File: src/rtl/sample_ram_arbiter_pkg.sv
// rtl/sample_ram_arbiter_pkg.sv - shared widths, port ids and in-flight tag type for the sample RAM arbiter
package sample_ram_arbiter_pkg;

  localparam int ADDR_W_DEF = 9;
  localparam int DATA_W_DEF = 8;

  typedef enum logic {
    PORT0 = 1'b0,
    PORT1 = 1'b1
  } port_e;

  typedef struct packed {
    logic  valid;
    port_e port;
  } tag_t;

endpackage

File: src/rtl/sample_ram_arbiter_if.sv
// rtl/sample_ram_arbiter_if.sv - two read ports plus the RAM read port of the sample RAM arbiter
interface sample_ram_arbiter_if
  import sample_ram_arbiter_pkg::*;
#(
  parameter int ADDR_W = ADDR_W_DEF,
  parameter int DATA_W = DATA_W_DEF
);
  logic              rd0_req;
  logic [ADDR_W-1:0] rd0_addr;
  logic              rd0_gnt;
  logic [DATA_W-1:0] rd0_data;
  logic              rd0_valid;
  logic              rd1_req;
  logic [ADDR_W-1:0] rd1_addr;
  logic              rd1_gnt;
  logic [DATA_W-1:0] rd1_data;
  logic              rd1_valid;
  logic [ADDR_W-1:0] ram_addr;
  logic [DATA_W-1:0] ram_dout;

  // readers and the RAM model sit on the master side
  modport master (
    output rd0_req, rd0_addr, rd1_req, rd1_addr, ram_dout,
    input  rd0_gnt, rd0_data, rd0_valid, rd1_gnt, rd1_data, rd1_valid, ram_addr
  );

  modport slave (
    input  rd0_req, rd0_addr, rd1_req, rd1_addr, ram_dout,
    output rd0_gnt, rd0_data, rd0_valid, rd1_gnt, rd1_data, rd1_valid, ram_addr
  );
endinterface

File: src/rtl/sample_arb_pick.sv
// rtl/sample_arb_pick.sv - combinational one-hot grant select; prio1 says port 1 wins a conflict
module sample_arb_pick (
  input  logic [1:0] req,
  input  logic       prio1,
  output logic [1:0] gnt
);
  always_comb begin
    gnt = 2'b00;
    if (req[0] && (!req[1] || !prio1)) begin
      gnt = 2'b01;
    end else if (req[1]) begin
      gnt = 2'b10;
    end
  end
endmodule

File: src/rtl/sample_ram_arbiter.sv
// rtl/sample_ram_arbiter.sv - two-reader arbiter for the sample RAM read port
// SAMPLE_ARB_RR_EN selects round-robin; otherwise fixed priority with a port-1 starvation guard.
module sample_ram_arbiter
  import sample_ram_arbiter_pkg::*;
#(
  parameter int ADDR_W       = ADDR_W_DEF,
  parameter int DATA_W       = DATA_W_DEF,
  parameter int STARVE_LIMIT = 16
) (
  input logic                 clk,
  input logic                 reset,
  sample_ram_arbiter_if.slave bus
);
  logic [1:0]        req;
  logic [1:0]        gnt_raw;
  logic [1:0]        gnt;
  logic              prio1;
  logic [ADDR_W-1:0] ram_addr_q;
  logic [DATA_W-1:0] rd0_data_q;
  logic [DATA_W-1:0] rd1_data_q;
  tag_t              tag0;
  tag_t              tag1;

  assign req = {bus.rd1_req, bus.rd0_req};

  sample_arb_pick u_pick (
    .req   (req),
    .prio1 (prio1),
    .gnt   (gnt_raw)
  );

  assign gnt         = gnt_raw & {2{reset}};
  assign bus.rd0_gnt = gnt[0];
  assign bus.rd1_gnt = gnt[1];

`ifdef SAMPLE_ARB_RR_EN
  // rr_ptr names the port that wins the next conflict
  logic rr_ptr;

  always_ff @(posedge clk) begin
    if (!reset) begin
      rr_ptr <= 1'b0;
    end else if (gnt[0]) begin
      rr_ptr <= 1'b1;
    end else if (gnt[1]) begin
      rr_ptr <= 1'b0;
    end
  end

  assign prio1 = rr_ptr;
`else
  localparam int SW = $clog2(STARVE_LIMIT + 1);
  logic [SW-1:0] starve_cnt;

  always_ff @(posedge clk) begin
    if (!reset) begin
      starve_cnt <= '0;
    end else if (req[1] && !gnt[1]) begin
      if (starve_cnt != SW'(STARVE_LIMIT)) begin
        starve_cnt <= starve_cnt + SW'(1);
      end
    end else begin
      starve_cnt <= '0;
    end
  end

  assign prio1 = (starve_cnt == SW'(STARVE_LIMIT));
`endif

  // tag0 tracks the cycle ram_dout is valid, tag1 the cycle the return is presented
  always_ff @(posedge clk) begin
    if (!reset) begin
      ram_addr_q <= '0;
      rd0_data_q <= '0;
      rd1_data_q <= '0;
      tag0       <= '0;
      tag1       <= '0;
    end else begin
      if (gnt[1]) begin
        ram_addr_q <= bus.rd1_addr;
      end else if (gnt[0]) begin
        ram_addr_q <= bus.rd0_addr;
      end
      tag0 <= '{valid: |gnt, port: (gnt[1] ? PORT1 : PORT0)};
      tag1 <= tag0;
      if (tag0.valid && tag0.port == PORT0) begin
        rd0_data_q <= bus.ram_dout;
      end
      if (tag0.valid && tag0.port == PORT1) begin
        rd1_data_q <= bus.ram_dout;
      end
    end
  end

  assign bus.ram_addr  = ram_addr_q;
  assign bus.rd0_data  = rd0_data_q;
  assign bus.rd1_data  = rd1_data_q;
  assign bus.rd0_valid = tag1.valid && (tag1.port == PORT0);
  assign bus.rd1_valid = tag1.valid && (tag1.port == PORT1);
endmodule
File: src/flat_wrapper.sv
// flat-port wrapper written by rule: the top's interface ports become plain ports
module sample_ram_arbiter_flat import sample_ram_arbiter_pkg::*;
#(
  parameter int ADDR_W       = ADDR_W_DEF,
  parameter int DATA_W       = DATA_W_DEF,
  parameter int STARVE_LIMIT = 16
)
  (clk, reset, bus_rd0_req, bus_rd0_addr, bus_rd1_req, bus_rd1_addr, bus_ram_dout, bus_rd0_gnt, bus_rd0_data, bus_rd0_valid, bus_rd1_gnt, bus_rd1_data, bus_rd1_valid, bus_ram_addr);
  sample_ram_arbiter_if #(.ADDR_W(ADDR_W), .DATA_W(DATA_W)) bus_i ();
  input logic clk;
  input logic reset;
  input wire logic [$bits(bus_i.rd0_req)-1:0] bus_rd0_req;
  input wire logic [$bits(bus_i.rd0_addr)-1:0] bus_rd0_addr;
  input wire logic [$bits(bus_i.rd1_req)-1:0] bus_rd1_req;
  input wire logic [$bits(bus_i.rd1_addr)-1:0] bus_rd1_addr;
  input wire logic [$bits(bus_i.ram_dout)-1:0] bus_ram_dout;
  output wire logic [$bits(bus_i.rd0_gnt)-1:0] bus_rd0_gnt;
  output wire logic [$bits(bus_i.rd0_data)-1:0] bus_rd0_data;
  output wire logic [$bits(bus_i.rd0_valid)-1:0] bus_rd0_valid;
  output wire logic [$bits(bus_i.rd1_gnt)-1:0] bus_rd1_gnt;
  output wire logic [$bits(bus_i.rd1_data)-1:0] bus_rd1_data;
  output wire logic [$bits(bus_i.rd1_valid)-1:0] bus_rd1_valid;
  output wire logic [$bits(bus_i.ram_addr)-1:0] bus_ram_addr;
  assign bus_i.rd0_req = bus_rd0_req;
  assign bus_i.rd0_addr = bus_rd0_addr;
  assign bus_i.rd1_req = bus_rd1_req;
  assign bus_i.rd1_addr = bus_rd1_addr;
  assign bus_i.ram_dout = bus_ram_dout;
  assign bus_rd0_gnt = bus_i.rd0_gnt;
  assign bus_rd0_data = bus_i.rd0_data;
  assign bus_rd0_valid = bus_i.rd0_valid;
  assign bus_rd1_gnt = bus_i.rd1_gnt;
  assign bus_rd1_data = bus_i.rd1_data;
  assign bus_rd1_valid = bus_i.rd1_valid;
  assign bus_ram_addr = bus_i.ram_addr;
  sample_ram_arbiter #(.ADDR_W(ADDR_W), .DATA_W(DATA_W), .STARVE_LIMIT(STARVE_LIMIT)) u_core (.clk(clk), .reset(reset), .bus(bus_i));
endmodule
File: config.mk
export PLATFORM = sky130hd
export DESIGN_NAME = sample_ram_arbiter_flat
export DESIGN_NICKNAME = d
export VERILOG_FILES = /design/src/rtl/sample_ram_arbiter_pkg.sv /design/src/rtl/sample_ram_arbiter_if.sv /design/src/rtl/sample_arb_pick.sv /design/src/rtl/sample_ram_arbiter.sv /design/src/flat_wrapper.sv
export SDC_FILE = /design/constraint.sdc
export NUM_CORES = 1
export LEC_CHECK = 0
export CAP_MARGIN = 20
export CORE_ASPECT_RATIO = 1.1
export CORE_MARGIN = 1.5
export CORE_UTILIZATION = 30
export CTS_BUF_LIST = sky130_fd_sc_hd__clkbuf_8
export DETAILED_ROUTE_END_ITERATION = 10
export PLACE_DENSITY_LB_ADDON = 0.08
export SYNTH_ARGS = -nofsm -noshare
export SYNTH_HDL_FRONTEND = slang
export SYNTH_HIERARCHICAL = 1
export SYNTH_SLANG_ARGS = --single-unit
File: constraint.sdc
create_clock -name clk -period 2.5 [get_ports clk]
set_input_delay 0.5 -clock clk [delete_from_list [all_inputs] [get_ports clk]]
set_output_delay 0.5 -clock clk [all_outputs]
set_load 0.005 [all_outputs]
# After elaboration in Yosys (flattened, before gate mapping)

Cells that the tools add are included.

Flip-flop bits (word level): 34
Output and inout port bits: 29
Word-level logic and storage cells: 32
Input port bits: 30

Mux-type cells: 5
Add/subtract/negate cells: 1
Equality and inequality tests: 2
Reduce and logical (&&, ||, !) cells: 13
Bitwise operators: 3

Operators by type and width:

| operator                                                      | number |
|---|---|
| 9-bit 2-to-1 mux                                              | 2 |
| 1-bit logical AND                                             | 6 |
| 5-bit by 1-bit adder with 5-bit output, second input constant | 1 |
| 5-bit == test, second input constant                          | 1 |
| 5-bit != test, second input constant                          | 1 |
| 2-bit 2-to-1 mux                                              | 2 |
| 1-bit zero test                                               | 3 |
| 2-bit AND                                                     | 1 |
| 1-bit inverter                                                | 2 |
| 2-bit AND reduction                                           | 1 |
| 2-bit nonzero test                                            | 1 |
| 2-bit OR reduction                                            | 1 |
| 1-bit logical OR                                              | 1 |
| 1-bit 2-to-1 mux                                              | 1 |

# Logic depth before layout (Yosys ltp)

Word-level depth: 9
Gate-level depth with buffers: 9
Mapped depth without buffers: 8

# Modules after synthesis

Netlist, hierarchy kept.

Modules (own cells, without submodules):

| module             | area each (um^2) | cells an instance | times used | seq. area each (um^2) |
|---|---|---|---|---|
| sample_ram_arbiter | 1408.9           | 158               | 1          | 680.7 |
| sample_arb_pick    | 18.8             | 3                 | 1          | 0.0 |

# Worst setup path before layout

OpenSTA, ideal clock, no wires.

Path type: register -> output
Start: register u_core.starve_cnt[0]
End: output bus_rd1_gnt
Buffers on the path: 1
Data required time: 2.000 ns
Cell stages (with the launch flop): 8
Setup slack: 0.681 ns
Arrival time: 1.319 ns
Cell sequence: dfxtp_1 inv_1 ha_1 and4bb_4 inv_1 a21boi_1 buf_2 and2_1

Word-level cells in the longest chain between the ends: 6

RTL lines:

| element                | RTL line                 | text |
|---|---|---|
| from (decl)            | sample_ram_arbiter.sv:53 | `logic [SW-1:0] starve_cnt;` |
| from (signal assigned) | sample_ram_arbiter.sv:60 | `starve_cnt <= starve_cnt + SW'(1);` |
| 5-bit == test          | sample_ram_arbiter.sv:67 | `assign prio1 = (starve_cnt == SW'(STARVE_LIMIT));` |
| via u_core.prio1       | sample_ram_arbiter.sv:17 | `logic prio1;` |
| 1-bit zero test        | sample_arb_pick.sv:9     | `if (req[0] && (!req[1] \|\| !prio1)) begin` |
| 1-bit logical OR       | sample_arb_pick.sv:9     |  |
| 1-bit logical AND      | sample_arb_pick.sv:9     |  |
| 2-bit 2-to-1 mux       | sample_arb_pick.sv:9     |  |
| via u_core.gnt_raw[1]  | sample_ram_arbiter.sv:15 | `logic [1:0] gnt_raw;` |
| 2-bit AND              | sample_ram_arbiter.sv:32 | `assign gnt = gnt_raw & {2{reset}};` |
| to (decl)              | flat_wrapper.sv:20       | `output wire logic [$bits(bus_i.rd1_gnt)-1:0] bus_rd1_gnt;` |

The timed path passes the listed nets, and every way through them passes these cells.

# Worst setup path after layout

Start: register u_core.starve_cnt[1]
End: output bus_rd0_gnt

Word-level cells in the longest chain between the ends: 6

RTL lines:

| element               | RTL line                 | text |
|---|---|---|
| 5-bit == test         | sample_ram_arbiter.sv:67 |  |
| via u_core.prio1      | sample_ram_arbiter.sv:17 |  |
| 1-bit zero test       | sample_arb_pick.sv:9     |  |
| 1-bit logical OR      | sample_arb_pick.sv:9     |  |
| 1-bit logical AND     | sample_arb_pick.sv:9     |  |
| 2-bit 2-to-1 mux      | sample_arb_pick.sv:9     |  |
| via u_core.gnt_raw[0] | sample_ram_arbiter.sv:15 |  |
| 2-bit AND             | sample_ram_arbiter.sv:32 |  |
| to (decl)             | flat_wrapper.sv:17       | `output wire logic [$bits(bus_i.rd0_gnt)-1:0] bus_rd0_gnt;` |

The timed path passes the listed nets, and every way through them passes these cells.

==> Implementation_results.wiki <==
{| class="wikitable"
! Metric !! Value
|-
| Worst-case register-to-register setup slack || 0.70 ns
|-
| Effective utilization at floorplan || 0.309
|-
| Most area-consuming cells after synthesis || sky130_fd_sc_hd__dfxtp_1, sky130_fd_sc_hd__nand2_1, sky130_fd_sc_hd__a21boi_0, sky130_fd_sc_hd__mux2i_1, sky130_fd_sc_hd__and2_1
|-
| Most used routing layer || met2
|-
| Multi-input gate area || 693 sq um
|-
| Count of endpoints failing hold in the final timing report || 0
|-
| Number of buffers and inverters on the critical path || 2
|-
| Actual slew at the worst max-slew pin || 0.466 ns
|-
| Sum of routed wire length over all layers || 3.40 mm
|-
| Pin count of the biggest net entering global routing || 30
|-
| Die W || 68.8 um
|-
| Portion of netlist area occupied by mux cells || 0.0701
|-
| Total negative slack for setup checks || 0 ns
|-
| Leakage component of the power || 0.830 nW
|-
| Number of cells on the critical path || 6
|-
| Clock Latency Late Sink || 0.28 ns
|-
| Fraction of layout instances using a drive strength above 1 || 0.0766
|-
| Met3 usage in global routing || 0.0591
|-
| Final cell area excluding filler cells || 0.00217 sq mm
|-
| Data arrival, critical path || 1.91 ns
|-
| Remaining antenna violation count || 0
|-
| Synthesized flop and latch total || 34
|-
| Met2 layer usage reported by global route || 0.244
|-
| Met1 capacity usage during global routing || 0.144
|-
| Final-layout fill cell count || 461
|-
| Drt drc || 0
|-
| Total grt overflow || 0
|-
| CTS tree || done
|-
| Count of H-tree levels built during CTS || 2
|-
| Worst max-slew margin expressed relative to the limit || 0.689
|-
| Clock transition at the registers of the reported paths || 0.07 ns
|-
| Number of buffers inserted by port buffering || 58
|-
| DP HPWL || 2.47 mm
|-
| Net count of the finished layout || 253
|-
| Final Skew || 0.00283 ns
|-
| Sequential-to-total area share from yosys stat || 0.477
|-
| Total global-route track usage || 0.141
|-
| DP Cell Count || 268
|-
| CP required || 2.00 ns
|-
| Most area-hungry cell type in the Yosys netlist || sky130_fd_sc_hd__dfxtp_1
|-
| Die Y-Extent || 75.4 um
|-
| Category of the worst setup path capture point || output pin
|-
| First-pass DRT Iterations || 4
|-
| Gate count after technology mapping || 161
|-
| Post-route core utilization || 0.469
|-
| Max incr delay on CP || 0.50 ns
|-
| Simple-Gate Fraction of Synth Area || 0.242
|-
| Sinks on the clock net || 34
|-
| Timing-limited maximum frequency || 0.415 GHz
|-
| Count of cells along the worst register-to-register path || 9
|-
| Violation count after the first detailed-routing iteration || 34
|-
| Full die area || 0.00518 sq mm
|-
| Pwr per Cell Area || 538 mW/mm^2
|-
| Post-synthesis compound-gate area fraction || 0.126
|-
| CTS Root Buffer Type || sky130_fd_sc_hd__clkbuf_8
|-
| Maximum fanout encountered on the critical timing path || 4
|-
| Number of buffers between clock root and the deepest sink || 2
|-
| Number of ports placed on the die boundary || 59
|-
| Number of global-route vias before repair || 1253
|-
| DR vias/cell || 4.55
|-
| Crit path from || u_core/starve_cnt[1]
|-
| Setup repair after global routing missed its margin || no
|-
| Diode count || 0
|-
| RD Place Congestion || 0.732
|-
| Design Power || 1.17 mW
|-
| Max Transition Viols Final || 0
|-
| Wire per inst || 12.2 um
|-
| Netlist area before placement || 0.00143 sq mm
|-
| Flip-flop and latch area || 682 sq um
|-
| Area grow syn2layout || 51.9%
|-
| Top cell family by delay on the critical path || buffers and inverters
|-
| Largest family of logic cells by synthesized area || simple AND/OR/NAND/NOR gates
|-
| Area share of fa/ha/maj cells after synthesis || 0.0175
|-
| First-pass GRT wire length || 5.32 mm
|-
| Period Utilization, post-route || 0.963
|-
| CP startpoint kind || register
|-
| Count of unique library cells instantiated by Yosys || 22
|-
| Post-route minimum period || 2.41 ns
|-
| Last element of the critical path || bus_rd0_gnt
|-
| Worst r2r dst || u_core/starve_cnt[2]
|-
| Share of the synthesized netlist area taken by xor and xnor gates || 0.0245
|-
| CTS Buf Count || 5
|-
| Worst-case vdd ir drop || 0.396 mV
|-
| Antenna violations before repair || 0
|-
| Synthesis Warnings || 6
|-
| Worst hold path type || reg -> reg
|-
| Max stage delay cell, worst path || sky130_fd_sc_hd__clkdlybuf4s50_1
|-
| Floorplan Core Area || 0.00462 sq mm
|-
| Result of the run || finished, final reports clean
|-
| Chain of cells forming the critical path || inv_1 -> ha_1 -> and4bb_4 -> a21boi_2 -> and2_1 -> clkdlybuf4s50_1
|-
| Portion of synthesized cell area occupied by the leading cell type || 0.477
|-
| Final cell count without fillers || 278
|-
| Count of vias placed by the detailed router || 1265
|-
| # Max-Cap Violations || 0
|-
| Syn Nets || 193
|-
| Syn avg cell area || 8.87 sq um
|-
| Placed inst area || 0.00205 sq mm
|-
| Most common library cell in the layout ignoring fill and taps || sky130_fd_sc_hd__clkdlybuf4s50_1
|-
| Most frequent cells in the layout || sky130_fd_sc_hd__clkdlybuf4s50_1, sky130_fd_sc_hd__nand2_1, sky130_fd_sc_hd__dfxtp_1
|-
| FP Rows || 26
|-
| Type of the setup path with the least slack || reg -> out
|-
| Finish-stage setup viols || 0
|-
| Source of the worst register-to-register timing path || u_core/starve_cnt[1]
|}
## worst min path at each step
stage                     cells past startpoint  slack [ns]                     end              startpoint
after floorplan                               2        0.45  u_core/bus.rd0_data[0]  u_core/bus.rd0_data[0]
after global placement                        2        0.44  u_core/bus.rd0_data[0]  u_core/bus.rd0_data[0]
after detailed placement                      2        0.45  u_core/bus.rd0_data[0]  u_core/bus.rd0_data[0]
after CTS                                     2        0.46  u_core/bus.rd0_data[0]  u_core/bus.rd0_data[0]
after global routing                          2        0.48  u_core/bus.rd0_data[5]  u_core/bus.rd0_data[5]
final                                         2        0.46  u_core/bus.rd0_data[0]  u_core/bus.rd0_data[0]
## worst reg2reg max path, stage by stage, from the launching register on
cell,delay [ns]
sky130_fd_sc_hd__dfxtp_1,0.37
sky130_fd_sc_hd__inv_1,0.06
sky130_fd_sc_hd__ha_1,0.18
sky130_fd_sc_hd__and4bb_4,0.22
sky130_fd_sc_hd__inv_1,0.06
sky130_fd_sc_hd__a21boi_2,0.05
sky130_fd_sc_hd__buf_4,0.19
sky130_fd_sc_hd__nand3b_1,0.24
sky130_fd_sc_hd__or2_1,0.26
sky130_fd_sc_hd__nor2_1,0.10
## cell type report
type	instances	area share
clock inverters	2	0.00404
clock buffers	6	0.0381
well taps	56	0.0323
repair buffers	63	0.286
inverters	3	0.00519
flip-flops and latches	34	0.314
multi-input cells	114	0.320
## power by group
| group | leakage [nW] | internal (mW) | switching [mW] |
|---|---|---|---|
| combinational | 0.499 | 0.112 | 0.0600 |
| sequential | 0.278 | 0.567 | 0.0178 |
| clock | 0.0524 | 0.218 | 0.191 |
## routing by layer
layer,routed length [um],share of wire
met1,1370,0.40
met2,1630,0.48
met3,332,0.098
met4,64,0.019
met5,0,0
## kinds of logic after synthesis
logic type | Yosys count
mux | 10
flops | 34
compound gates | 27
xor+xnor | 4
simple gates | 71
fa+ha+maj | 2
buf+inv | 13
## what timing repair did
item,4_1_cts,5_1_grt
hold buffers,0,0
pin swaps,0,0
resized for setup,1,3
buffers inserted,0,2
setup endpoints to repair,2,2
gates cloned,0,0
## synthesized netlist by cell type
| cell type | count |
|---|---|
| sky130_fd_sc_hd__a21boi_0 | 15 |
| sky130_fd_sc_hd__a21boi_1 | 3 |
| sky130_fd_sc_hd__and2_1 | 15 |
| sky130_fd_sc_hd__and4bb_4 | 1 |
| sky130_fd_sc_hd__buf_2 | 7 |
| sky130_fd_sc_hd__buf_4 | 1 |
| sky130_fd_sc_hd__clkbuf_1 | 2 |
| sky130_fd_sc_hd__dfxtp_1 | 34 |
| sky130_fd_sc_hd__ha_1 | 2 |
| sky130_fd_sc_hd__inv_1 | 3 |
| sky130_fd_sc_hd__mux2i_1 | 10 |
| sky130_fd_sc_hd__nand2_1 | 34 |
| sky130_fd_sc_hd__nand2b_1 | 1 |
| sky130_fd_sc_hd__nand3_1 | 10 |
| sky130_fd_sc_hd__nand3b_1 | 1 |
| sky130_fd_sc_hd__nor2_1 | 5 |
| sky130_fd_sc_hd__nor2b_1 | 2 |
| sky130_fd_sc_hd__o21ai_0 | 9 |
| sky130_fd_sc_hd__or2_1 | 1 |
| sky130_fd_sc_hd__or2_2 | 1 |
| sky130_fd_sc_hd__xnor2_1 | 2 |
| sky130_fd_sc_hd__xor2_1 | 2 |
## metrics by stage
step | hold slack, ns | setup WS [ns]
final | 0.457 | 0.0924
after global routing | 0.483 | 0.0262
after CTS | 0.461 | -0.00202
after detailed placement | 0.451 | 0.129
after global placement | 0.443 | 0.175
after floorplan | 0.451 | 0.681
## registers in the layout, indices dropped and copies added (netlist names)
name and count:
u_core/bus.rd1_data 8, u_core/tag0 2, u_core/tag1 2, u_core/bus.rd0_data 8, u_core/bus.ram_addr 9, u_core/starve_cnt 5
Power figures use the tool's default switching activity.
